<file path="src/rtl/shifter_pipe.sv">
// rtl/shifter_pipe.sv - two-stage pipelined barrel shifter with valid/ready handshake
// Optional rotate datapath enabled by defining SHIFTER_ROT_EN; otherwise Mode=10 acts as SRL.
module shifter_pipe #(
  parameter int WIDTH = 16,
  localparam int SHAMT_W = $clog2(WIDTH)
) (
  input  logic               clk,
  input  logic               rst,
  input  logic               in_valid,
  output logic               in_ready,
  input  logic [WIDTH-1:0]   Shift_In,
  input  logic [SHAMT_W-1:0] Shift_Val,
  input  logic [1:0]         Mode,
  output logic               out_valid,
  input  logic               out_ready,
  output logic [WIDTH-1:0]   Shift_Out,
  output logic               Zero
);

  localparam int L1   = (SHAMT_W + 1) / 2;
  localparam int HI_W = SHAMT_W - L1;

  // Applies every barrel level whose amount bit is set; callers mask the levels each stage owns.
  function automatic logic [WIDTH-1:0] shift_levels(
    input logic [WIDTH-1:0]   x,
    input logic [SHAMT_W-1:0] amt,
    input logic [1:0]         md,
    input logic               sign
  );
    logic [WIDTH-1:0] cur;
    logic [WIDTH-1:0] nxt;
    int s;
    cur = x;
    for (int k = 0; k < SHAMT_W; k++) begin
      s = 1 << k;
      if (amt[k]) begin
        if (md == 2'b00) begin
          nxt = cur << s;
        end else begin
          nxt = cur >> s;
          if (md == 2'b01 && sign) nxt = nxt | ~({WIDTH{1'b1}} >> s);
`ifdef SHIFTER_ROT_EN
          if (md == 2'b10) nxt = nxt | (cur << (WIDTH - s));
`endif
        end
        cur = nxt;
      end
    end
    return cur;
  endfunction

  logic               s1_valid_q, s1_valid_d;
  logic               s2_valid_q, s2_valid_d;
  logic [WIDTH-1:0]   s1_data_q, s1_data_d;
  logic [HI_W-1:0]    amt_hi_q, amt_hi_d;
  logic [1:0]         mode_q, mode_d;
  logic               sign_q, sign_d;
  logic [WIDTH-1:0]   shift_out_q, shift_out_d;
  logic               zero_q, zero_d;
  logic               accept, s2_load, ready_c;
  logic [WIDTH-1:0]   s2_res;

  always_comb begin
    ready_c     = !s1_valid_q || !s2_valid_q || out_ready;
    accept      = in_valid && ready_c;
    s2_load     = s1_valid_q && (!s2_valid_q || out_ready);
    s1_valid_d  = s1_valid_q;
    s2_valid_d  = s2_valid_q;
    s1_data_d   = s1_data_q;
    amt_hi_d    = amt_hi_q;
    mode_d      = mode_q;
    sign_d      = sign_q;
    shift_out_d = shift_out_q;
    zero_d      = zero_q;
    s2_res      = shift_levels(s1_data_q, {amt_hi_q, {L1{1'b0}}}, mode_q, sign_q);

    if (accept) begin
      s1_valid_d = 1'b1;
      s1_data_d  = shift_levels(Shift_In, {{HI_W{1'b0}}, Shift_Val[L1-1:0]}, Mode, Shift_In[WIDTH-1]);
      amt_hi_d   = Shift_Val[SHAMT_W-1:L1];
      mode_d     = Mode;
      sign_d     = Shift_In[WIDTH-1];
    end else if (s2_load) begin
      s1_valid_d = 1'b0;
    end

    if (s2_load) begin
      s2_valid_d  = 1'b1;
      shift_out_d = s2_res;
      zero_d      = (s2_res == '0);
    end else if (out_ready) begin
      s2_valid_d = 1'b0;
    end
  end

  always_ff @(posedge clk) begin
    if (rst) begin
      s1_valid_q  <= 1'b0;
      s2_valid_q  <= 1'b0;
      shift_out_q <= '0;
      zero_q      <= 1'b0;
    end else begin
      s1_valid_q  <= s1_valid_d;
      s2_valid_q  <= s2_valid_d;
      shift_out_q <= shift_out_d;
      zero_q      <= zero_d;
    end
  end

  // Stage-1 payload is qualified by s1_valid_q, so it needs no reset.
  always_ff @(posedge clk) begin
    s1_data_q <= s1_data_d;
    amt_hi_q  <= amt_hi_d;
    mode_q    <= mode_d;
    sign_q    <= sign_d;
  end

  assign in_ready  = ready_c;
  assign out_valid = s2_valid_q;
  assign Shift_Out = shift_out_q;
  assign Zero      = zero_q;

endmodule

</file>
<file path="config.mk">
export PLATFORM = sky130hd
export DESIGN_NAME = shifter_pipe
export DESIGN_NICKNAME = d
export VERILOG_FILES = /design/src/rtl/shifter_pipe.sv
export SDC_FILE = /design/constraint.sdc
export NUM_CORES = 1
export LEC_CHECK = 0
export CORE_MARGIN = 4
export CORE_UTILIZATION = 54
export DETAILED_ROUTE_END_ITERATION = 7
export PLACE_DENSITY = 0.82
export SYNTH_ARGS = -nofsm -noshare
export SYNTH_HDL_FRONTEND = slang
export SYNTH_SLANG_ARGS = --single-unit
</file>
<file path="constraint.sdc">
create_clock -name clk -period 2.3 [get_ports clk]
set_input_delay 0.69 -clock clk [delete_from_list [all_inputs] [get_ports clk]]
set_output_delay 0.69 -clock clk [all_outputs]
set_load 0.1 [all_outputs]
</file>
==> impl_results.md, run 1 <==
* Starting Density at between 50% and 60%
* Synth Instances at 355
* Horiz. Die Dim at between 70 and 80 um
* Drt initial violations at 283
* WL/cell at 15.0 um
* Number of I/O pins at 45
* # DRC at 0
* Mapped Area at 2700 sq um
* Max-cap violation count at 0
* Post-CTS setup buffer count at 0
* Max incr delay on CP at 0.45 ns
* Clock buffer depth at 2
* Top-area cell type share of the netlist area at approximately a quarter
* Largest net degree at the start of global routing at 24
* Final Wtd Congestion at 1.03
* EDFF count, synth at 21
* Max Clk Rate at around 460 MHz
* Tightest Pin Transition at around 0.49 ns
* Die area at roughly 6200 sq um
* RSZ-0062 raised after global routing: no
* Clk pin slew, worst setup/hold paths at 0.08 ns
* Total Wirelength at between 7000 and 8000 um
* CP endpoint kind: flip-flop
* Die H at 78.7 um
* Fin crit share at around 95%
* TritonRoute pass-1 iters at 5
* Mapped Nets at 381
* Area after DPL at 3320 sq um
* Critical-path cell list: clkdlybuf4s50_1 > or2_4 > nand2_1 > a31oi_1 > mux2_2 > mux2_2
* Average instance area after synthesis at 7.60 sq um
* Pwr Total at ~1900 uW
* Top delay family on crit path: multiplexers
* Vias at 2811
* Via density at 5.88
* Number of diodes at 0
* First-pass GRT wire length at 11700 um
* Top post-synthesis cells by area: edfxtp_1, dfxtp_1, nand2_1
* Status: complete, no violations
* DP Cell Count at 470
* Synthesized flop and latch total at 40
* Number of global-route vias before repair at 2625
* DP Wirelength at 5400 um
* Relative slew slack at 67.3%
* Layout Utilization at 71.6%
* Syn-to-layout area delta at 26.9%
* Worst path most repeated cell: mux2_2
* Setup TNS at 0 ns
* Clk_skew at about 0.0019 ns
* Final setup fails at 0
* Synth area leader: edfxtp_1
* CP max-delay cell: clkdlybuf4s50_1
* Top FF cell, synth: edfxtp_1
* Layout cells sized above 1 at 17.5%
* Ys async rst share at 0%
* CTS tree: done
* Max FO, Critical Path at 14
* PwrDens at ~570 nW/um^2
* Total core area at between 4000 and 5000 sq um
* Initial antenna violation count at 0
* Total CTS buffers at 5
* Arr. time, crit path at 2.24 ns
* Hold crit path type: flip-flop to flip-flop
* Post-synthesis sequential area ratio at 37.5%
* Root buffer cell: clkbuf_8
* Gr ovfl total at 0
* Max rail drop VDD at 0.247 mV
* Skew-Pair Late Insertion Delay at approximately 0.29 ns
* Post-synth cell types at 47
* Clock Sink Count at 40
* Post-layout minimum cycle time at 2.19 ns
* Post-Layout Cell Count at 478
* Worst path buffer plus inverter count at 1
* Warnings from Yosys at 0
* Critical Path RT at 2.35 ns
* Startpoint Class: input port
* Crit Path Category: input port to flip-flop
* Max-slew violations at 0
* GR Util All Layers at 23.4%
* Row cnt at 25
* Fin nets at 436
* Fillcell total at 394
* Post-route cell area at 3420 sq um
* Leakage at between 0.001 and 0.0015 uW
* Htree depth at 2
* ANT nets after route at 0
* PortBufs at 44
* Hold Fails Final Rpt at 0
-- logic make-up after synthesis --
group / count (synthesis) / share of synthesized area, %
simple gates: 167 / 27.0
compound gates: 103 / 24.1
mux: 14 / 5.89
buf+inv: 31 / 5.56
flops: 40 / 37.5
-- repair_timing --
| action | in CTS | in global routing |
|---|---|---|
| endpoints found under the setup margin | 1 | 5 |
| hold buffers | 0 | 0 |
| gates resized for setup | 1 | 4 |
| hold endpoints to repair | 0 | 0 |
-- state kept, by name, indices dropped and copies added, names as in the netlist --
name,flops
out_valid,1
amt_hi_q,2
s1_valid_q,1
s1_data_q,16
mode_q,2
Zero,1
sign_q,1
Shift_Out,16
-- area by class of cell --
| type | count | area, sq um | area share [%] |
|---|---|---|---|
| clock buffers | 5 | 68.8 | 2.01 |
| clock inverters | 3 | 18.8 | 0.548 |
| inverters | 3 | 11.3 | 0.329 |
| multi-input cells | 284 | 1560 | 45.5 |
| flip-flops and latches | 40 | 1010 | 29.6 |
| well taps | 67 | 83.8 | 2.45 |
| repair buffers | 76 | 673 | 19.7 |
-- final timing paths --
check | to | slack (ns) | start | cells past startpoint
min reg2reg | Shift_Out[14]$_SDFFE_PP0P_ | 0.45 | Shift_Out[14]$_SDFFE_PP0P_ | 2
min | Shift_Out[14]$_SDFFE_PP0P_ | 0.45 | Shift_Out[14]$_SDFFE_PP0P_ | 2
max reg2reg | Zero$_SDFFE_PP0P_ | 0.27 | mode_q[0]$_DFFE_PP_ | 7
max | s1_data_q[7]$_DFFE_PP_ | 0.11 | Mode[1] | 6
-- synthesized netlist by cell type, types with 2 or more instances --
master    count
a21oi_1      30
o211ai_1      2
dfxtp_1      19
mux2_2        5
nand2_1      70
a31o_2        2
a31oi_1      15
o22ai_1       4
clkbuf_2      2
nand4_1       2
nor3_1        4
buf_6         2
nand3_1       4
nand3b_1      3
o21a_1        2
edfxtp_1     21
o21ai_0      19
and2_1        2
a211oi_1     12
clkbuf_1     12
a311o_1       2
nor2b_1       9
inv_1         2
nor2_1       56
a311oi_1      6
and3_1        2
o32ai_1       2
nand2b_1      9
mux2i_1       8
buf_2        10
-- worst register-to-register path, stage by stage (launching register included) --
cell      delay, ns
edfxtp_1       0.57
or2_1          0.35
buf_4          0.19
nor2_1         0.10
nor2_1         0.05
a211oi_1       0.35
a21oi_1        0.14
o31ai_1        0.19
-- per-stage QoR --
| stage | hold slack (ns) | setup WS [ns] |
|---|---|---|
| after global routing | 0.486 | 0.0464 |
| after CTS | 0.454 | 0.00414 |
| after global placement | 0.441 | -0.235 |
| after floorplan | 0.499 | 0.0727 |
| after detailed placement | 0.445 | -0.302 |
| final | 0.455 | 0.107 |
-- power by group --
group          internal (uW)  switching, uW
Sequential               812           52.1
Combinational            231            383
Clock                    211            247
Total                   1250            682
-- layout by cell type, fill, tap and decap left out, drive strengths merged, types with 3 or more instances in the layout --
master and count:
nor3 4, nor2b 9, a311oi 6, a21oi 30
clkbuf 5, nor2 56, edfxtp 21, nand3 4
o22ai 4, a211oi 12, mux2 5, mux2i 8
nand2 70, clkinv 4, o21ai 19, a31oi 15
nand2b 9, clkdlybuf4s50 24, buf 51, dfxtp 19
nand3b 3
-- routing by layer --
layer / routed length [um] / global-route usage, %
met5: 0 / 0
met4: 175 / 8.22
met3: 409 / 3.85
met2: 3790 / 44.2
met1: 2810 / 26.3
Note: power is estimated with default switching activity, not from simulation.
==> run 2, diff against run 1 <==
--- a/config.mk
+++ b/config.mk
@@ -8,7 +8,7 @@
 export CORE_MARGIN = 4
 export CORE_UTILIZATION = 54
 export DETAILED_ROUTE_END_ITERATION = 7
-export PLACE_DENSITY = 0.82
+export PLACE_DENSITY = 0.81
 export SYNTH_ARGS = -nofsm -noshare
 export SYNTH_HDL_FRONTEND = slang
 export SYNTH_SLANG_ARGS = --single-unit
==> run 2 against run 1 <==
Net effect: die area unchanged; worst setup slack worse by 0.039 ns; final area down 0.58%; sequential cell count unchanged; power down 0.14%.
==> impl_results.md, run 2 (synthesis gave the netlist of run 1 again) <==
* TritonRoute pass-1 iters at 6 (was 5)
* Die area at 6190 sq um (unchanged)
* Total CTS buffers at 5 (unchanged)
* Max Clk Rate at 448 MHz (was 456 MHz)
* Arr. time, crit path at 1.54 ns (was 2.24 ns)
* Fin crit share at 97.0% (was 95.3%)
* Met3 routed WL at 347 um (was 409 um)
* GR Util All Layers at 22.2% (was 23.4%)
* Number of global-route vias before repair at 2443 (was 2625)
* Clock buffer depth at 2 (unchanged)
* Relative slew slack at 65.9% (was 67.3%)
* # hold bufs at CTS at 0 (unchanged)
* Vias at 2750 (was 2811)
* Leakage at 0.00135 uW (was 0.00137 uW)
* Post-CTS setup buffer count at 0 (unchanged)
* Max-slew violations at 0 (unchanged)
* DP Wirelength at 5290 um (was 5400 um)
* Clk pin slew, worst setup/hold paths at 0.07 ns (was 0.08 ns)
* Setup TNS at 0 ns (unchanged)
* Max FO, Critical Path at 2 (was 14)
* Final setup fails at 0 (unchanged)
* Critical-path cell list: clkdlybuf4s50_1 > nor2b_1 > nand2_2 > buf_12 (was clkdlybuf4s50_1 > or2_4 > nand2_1 > a31oi_1 > mux2_2 > mux2_2)
* Commonest non-fill, non-tap cells in the layout: nand2_1, nor2_1, buf_4 (unchanged)
* PwrDens at 568 nW/um^2 (was 565 nW/um^2)
* # DRC at 0 (unchanged)
* Tightest Pin Transition at 0.512 ns (was 0.486 ns)
* CP max-delay cell: clkdlybuf4s50_1 (unchanged)
* CTS tree: done (unchanged)
* First-pass GRT wire length at 11100 um (was 11700 um)
* Max rail drop VDD at 0.284 mV (was 0.247 mV)
* Gr ovfl total at 0 (unchanged)
* Hold crit path type: flip-flop to flip-flop (unchanged)
* Die H at 78.7 um (unchanged)
* Total Wirelength at 6800 um (was 7190 um)
* Post-Layout Cell Count at 478 (unchanged)
* Post-layout minimum cycle time at 2.23 ns (was 2.19 ns)
* Layout cells sized above 1 at 16.8% (was 17.5%)
* ANT nets after route at 0 (unchanged)
* Startpoint Class: input port (unchanged)
* Fin nets at 436 (unchanged)
* Status: complete, no violations (unchanged)
* Via density at 5.75 (was 5.88)
* Met1 WL at 2940 um (was 2810 um)
* Total core area at 4790 sq um (unchanged)
* Drt initial violations at 209 (was 283)
* Initial antenna violation count at 0 (unchanged)
* Reg2reg setup slack at 0.35 ns (was 0.27 ns)
* Top delay family on crit path: buffers and inverters (was multiplexers)
* Max incr delay on CP at 0.40 ns (was 0.45 ns)
* Starting Density at 56.4% (unchanged)
* Met2 wire length at 3330 um (was 3790 um)
* Hold Fails Final Rpt at 0 (unchanged)
* Final Wtd Congestion at 0.923 (was 1.03)
* Number of I/O pins at 45 (unchanged)
* Root buffer cell: clkbuf_8 (unchanged)
* DP Cell Count at 470 (unchanged)
* WL/cell at 14.2 um (was 15.0 um)
* Htree depth at 2 (unchanged)
* Number of diodes at 0 (unchanged)
* Syn-to-layout area delta at 26.1% (was 26.9%)
* Crit Path Category: input port to primary output (was input port to flip-flop)
* CP endpoint kind: primary output (was flip-flop)
* Clk_skew at 0.00792 ns (was 0.00190 ns)
* Largest net degree at the start of global routing at 26 (was 24)
* Clock Sink Count at 40 (unchanged)
* Uppermost routed layer: met4 (unchanged)
* Max-cap violation count at 0 (unchanged)
* RSZ-0062 raised after global routing: no (unchanged)
* Critical Path RT at 1.61 ns (was 2.35 ns)
* Most common cell after layout, fill and taps aside: nand2_1 (unchanged)
* Worst path buffer plus inverter count at 2 (was 1)
* Skew-Pair Late Insertion Delay at 0.30 ns (was 0.29 ns)
* PortBufs at 44 (unchanged)
* Horiz. Die Dim at 78.7 um (unchanged)
* Min Hold Slack at 0.453 ns (was 0.455 ns)
* Row cnt at 25 (unchanged)
[run 2: cell count changes in the layout (fill, tap and decap cells not counted)]
| cell | previous run | this run |
|---|---|---|
| clkbuf_1 | 0 | 1 |
| a31oi_2 | 1 | 0 |
| inv_4 | 0 | 1 |
| dlymetal6s2s_1 | 1 | 0 |
| a31oi_1 | 14 | 15 |
| clkinv_2 | 2 | 1 |
| clkinv_4 | 1 | 0 |
| clkdlybuf4s50_1 | 24 | 25 |
| nor2b_4 | 1 | 0 |
| nor2b_1 | 8 | 9 |
[run 2: path summary, 6_finish.rpt]
| kind | startpoint | to | cells past startpoint |
|---|---|---|---|
| min | Shift_Out[14]$_SDFFE_PP0P_ | Shift_Out[14]$_SDFFE_PP0P_ | 2 |
| min reg2reg | Shift_Out[14]$_SDFFE_PP0P_ | Shift_Out[14]$_SDFFE_PP0P_ | 2 |
| max | out_ready | in_ready | 4 |
| max reg2reg | mode_q[1]$_DFFE_PP_ | Zero$_SDFFE_PP0P_ | 8 |
[run 2: worst reg2reg max path: cells and delay by family, from the launching register on]
| family | cells | cell delay, ns |
|---|---|---|
| buffers and inverters | 2 | 0.43 |
| DFF | 1 | 0.39 |
| and+or+nand+nor | 3 | 0.58 |
| AOI/OAI and AO/OA | 3 | 0.47 |
[run 2: final cells by class]
cell class              count  area, sq um
fillers                   411         1380
clock buffers               6         72.6
flip-flops and latches     40         1010
inverters                   3         11.3
well taps                  67         83.8
clock inverters             2         11.3
repair buffers             76          671
multi-input cells         284         1540
[run 2: metal layers]
metal	up-vias	global-route usage, %
met1	1257	26.6
met2	95	38.9
met3	20	3.63
met5	-	0
met4	0	10.1
li1	1378	-
[run 2: timing repair]
action | in CTS | in global routing
resized for setup | 0 | 1
endpoints found under the hold margin | 0 | 0
setup endpoints to repair | 0 | 2
[run 2: through the flow]
step | util [%] | setup WS [ns] | total power (uW) | area [sq um]
after floorplan | - | 0.0727 | 1280 | 2700
after global placement | 69.3 | -0.217 | 1470 | 3320
after detailed placement | 69.3 | -0.283 | 1480 | 3320
after CTS | 71.1 | 0.0277 | 1930 | 3400
after global routing | 71.1 | 0.00387 | 2020 | 3400
final | 71.1 | 0.0687 | 1930 | 3400
[run 2: power by group]
part	leakage, uW	switching [uW]	internal (uW)	total [uW]
logic	0.000945	383	230	613
registers	0.000362	45.7	812	858
clock network	0.0000455	250	213	462
total	0.00135	679	1250	1930
==> run 3, diff against run 2 <==
--- a/config.mk
+++ b/config.mk
@@ -5,7 +5,7 @@
 export SDC_FILE = /design/constraint.sdc
 export NUM_CORES = 1
 export LEC_CHECK = 0
-export CORE_MARGIN = 4
+export CORE_MARGIN = 8
 export CORE_UTILIZATION = 54
 export DETAILED_ROUTE_END_ITERATION = 7
 export PLACE_DENSITY = 0.81
==> run 3 against run 2 <==
Net effect: final area rose by 1.2%; sequential power rose by 0.8%; clock skew barely moved; via count rose by 2.0%; critical endpoint unchanged; die area rose by 21%; critical path depth did not move; largest cell class unchanged.
==> impl_results.md, run 3 (synthesis gave the netlist of run 1 again) <==
* Net switching power at 689 uW (was 679 uW)
* Critical Path RT at 1.61 ns (about the same)
* Total CTS buffers at 5 (unchanged)
* Htree depth at 2 (unchanged)
* Relative slew slack at 65.8% (was 65.9%)
* Via density at 5.88 (was 5.75)
* Setup ws final at 0.0549 ns (was 0.0687 ns)
* Total core area at 4790 sq um (unchanged)
* Post-CTS setup buffer count at 0 (unchanged)
* RSZ-0062 raised after global routing: no (unchanged)
* Final Wtd Congestion at 0.958 (was 0.923)
* Pwr Total at 2010 uW (was 1930 uW)
* Hold Fails Final Rpt at 0 (unchanged)
* Switch share at 34.2% (was 35.1%)
* PwrDens at 584 nW/um^2 (was 568 nW/um^2)
* Reg power frac at 43.0% (was 44.4%)
* Root buffer cell: clkbuf_8 (unchanged)
* GR Util All Layers at 19.2% (was 22.2%)
* DP Wirelength at 5270 um (was 5290 um)
* Max FO, Critical Path at 3 (was 2)
* Horiz. Die Dim at 86.7 um (was 78.7 um)
* Skew-Pair Late Insertion Delay at 0.30 ns (about the same)
* Vias at 2805 (was 2750)
* Tightest Pin Transition at 0.508 ns (was 0.512 ns)
* CP endpoint kind: primary output (unchanged)
* Gr ovfl total at 0 (unchanged)
* Commonest non-fill, non-tap cells in the layout: nand2_1, nor2_1, buf_4 (unchanged)
* # hold bufs at CTS at 0 (unchanged)
* Most common cell after layout, fill and taps aside: nand2_1 (unchanged)
* Fin crit share at 97.6% (was 97.0%)
* Number of diodes at 0 (unchanged)
* Row cnt at 25 (unchanged)
* Drt initial violations at 321 (was 209)
* Total Wirelength at 6910 um (was 6800 um)
* # DRC at 0 (unchanged)
* Number of I/O pins at 45 (unchanged)
* Max-cap violation count at 0 (unchanged)
* Post-Layout Cell Count at 477 (was 478)
* Dpl ws at -0.255 ns (was -0.283 ns)
* TritonRoute pass-1 iters at 5 (was 6)
* First-pass GRT wire length at 11800 um (was 11100 um)
* Max incr delay on CP at 0.41 ns (was 0.40 ns)
* PortBufs at 44 (unchanged)
* Logic gate share of total power at 30.2% (was 31.7%)
* Setup TNS at 0 ns (unchanged)
* PostCTS Resize Cnt at 1 (was 0)
* Clock buffer depth at 2 (unchanged)
* Max-slew violations at 0 (unchanged)
* Crit Path Category: input port to primary output (unchanged)
* CP max-delay cell: clkdlybuf4s50_1 (unchanged)
* Fin nets at 435 (was 436)
* Max Clk Rate at 445 MHz (was 448 MHz)
* Die H at 86.7 um (was 78.7 um)
* Critical-path cell list: clkdlybuf4s50_1 > nor2b_2 > nand2_2 > buf_12 (was clkdlybuf4s50_1 > nor2b_1 > nand2_2 > buf_12)
* Internal cell power at 1320 uW (was 1250 uW)
* Layout cells sized above 1 at 16.8% (about the same)
* Layout Utilization at 72.0% (was 71.1%)
* Final setup fails at 0 (unchanged)
* Initial antenna violation count at 0 (unchanged)
* Startpoint Class: input port (unchanged)
* Clock share of power at 26.8% (was 23.9%)
* Syn-to-layout area delta at 27.6% (was 26.1%)
* CTS tree: done (unchanged)
* Clk pin slew, worst setup/hold paths at 0.08 ns (was 0.07 ns)
* Max rail drop VDD at 0.250 mV (was 0.284 mV)
* WL/cell at 14.5 um (was 14.2 um)
* Hold crit path type: flip-flop to flip-flop (unchanged)
* Arr. time, crit path at 1.56 ns (was 1.54 ns)
* Post-layout minimum cycle time at 2.25 ns (was 2.23 ns)
* Largest net degree at the start of global routing at 29 (was 26)
* DP Cell Count at 469 (was 470)
* Number of global-route vias before repair at 2628 (was 2443)
* Status: complete, no violations (unchanged)
* Die area at 7520 sq um (was 6190 sq um)
* Clk_skew at 0.00792 ns (about the same)
* ANT nets after route at 0 (unchanged)
* Leakage at 0.00136 uW (was 0.00135 uW)
* Starting Density at 56.4% (unchanged)
* Clock Sink Count at 40 (unchanged)
run 3: cell count changes in the layout (fill, tap and decap cells not counted), sizes merged:
cell    before  now
buf         51   50
clkinv       2    3
inv          3    2
run 3: metal layers:
metal / global-route usage, % / part of all wire, % / vias to the layer above
met4: 12.1 / 3.9 / 0
met3: 3.88 / 6.0 / 26
li1: - / - / 1379
met5: 0 / 0 / -
met2: 31.2 / 48 / 126
met1: 22.5 / 42 / 1274
run 3: metrics by stage:
stage / hold slack [ns] / area [sq um]
global route: 0.479 / 3440
floorplan: 0.499 / 2700
CTS: 0.455 / 3440
finish: 0.454 / 3440
global placement: 0.442 / 3340
detailed placement: 0.446 / 3340
run 3: final cells by class:
cell class | count | area, sq um
Clock buffer | 6 | 93.8
Multi-Input combinational cell | 284 | 1540
Timing Repair Buffer | 75 | 688
Sequential cell | 40 | 1010
Fill cell | 399 | 1340
Inverter | 3 | 11.3
Tap cell | 67 | 83.8
Clock inverter | 2 | 12.5
run 3: worst paths after layout:
kind | startpoint | end | slack (ns) | cells after the start
setup / recovery | out_ready | in_ready | 0.05 | 4
hold / removal | Shift_Out[14]$_SDFFE_PP0P_ | Shift_Out[14]$_SDFFE_PP0P_ | 0.45 | 2
setup reg to reg | mode_q[0]$_DFFE_PP_ | Zero$_SDFFE_PP0P_ | 0.25 | 7
hold reg to reg | Shift_Out[14]$_SDFFE_PP0P_ | Shift_Out[14]$_SDFFE_PP0P_ | 0.45 | 2
run 3: critical path: cells and delay by family:
family	cells	cell delay (ns)
buffers and inverters	2	0.58
and+or+nand+nor	2	0.28
run 3: power by group through the flow:
stage          Clock (uW)  Sequential [uW]  Combinational, uW
3_3_place_gp            0              877                593
6_report              539              865                607
2_1_floorplan           0              999                284
4_1_cts               546              863                606
3_5_place_dp            0              879                603
5_1_grt               586              871                658
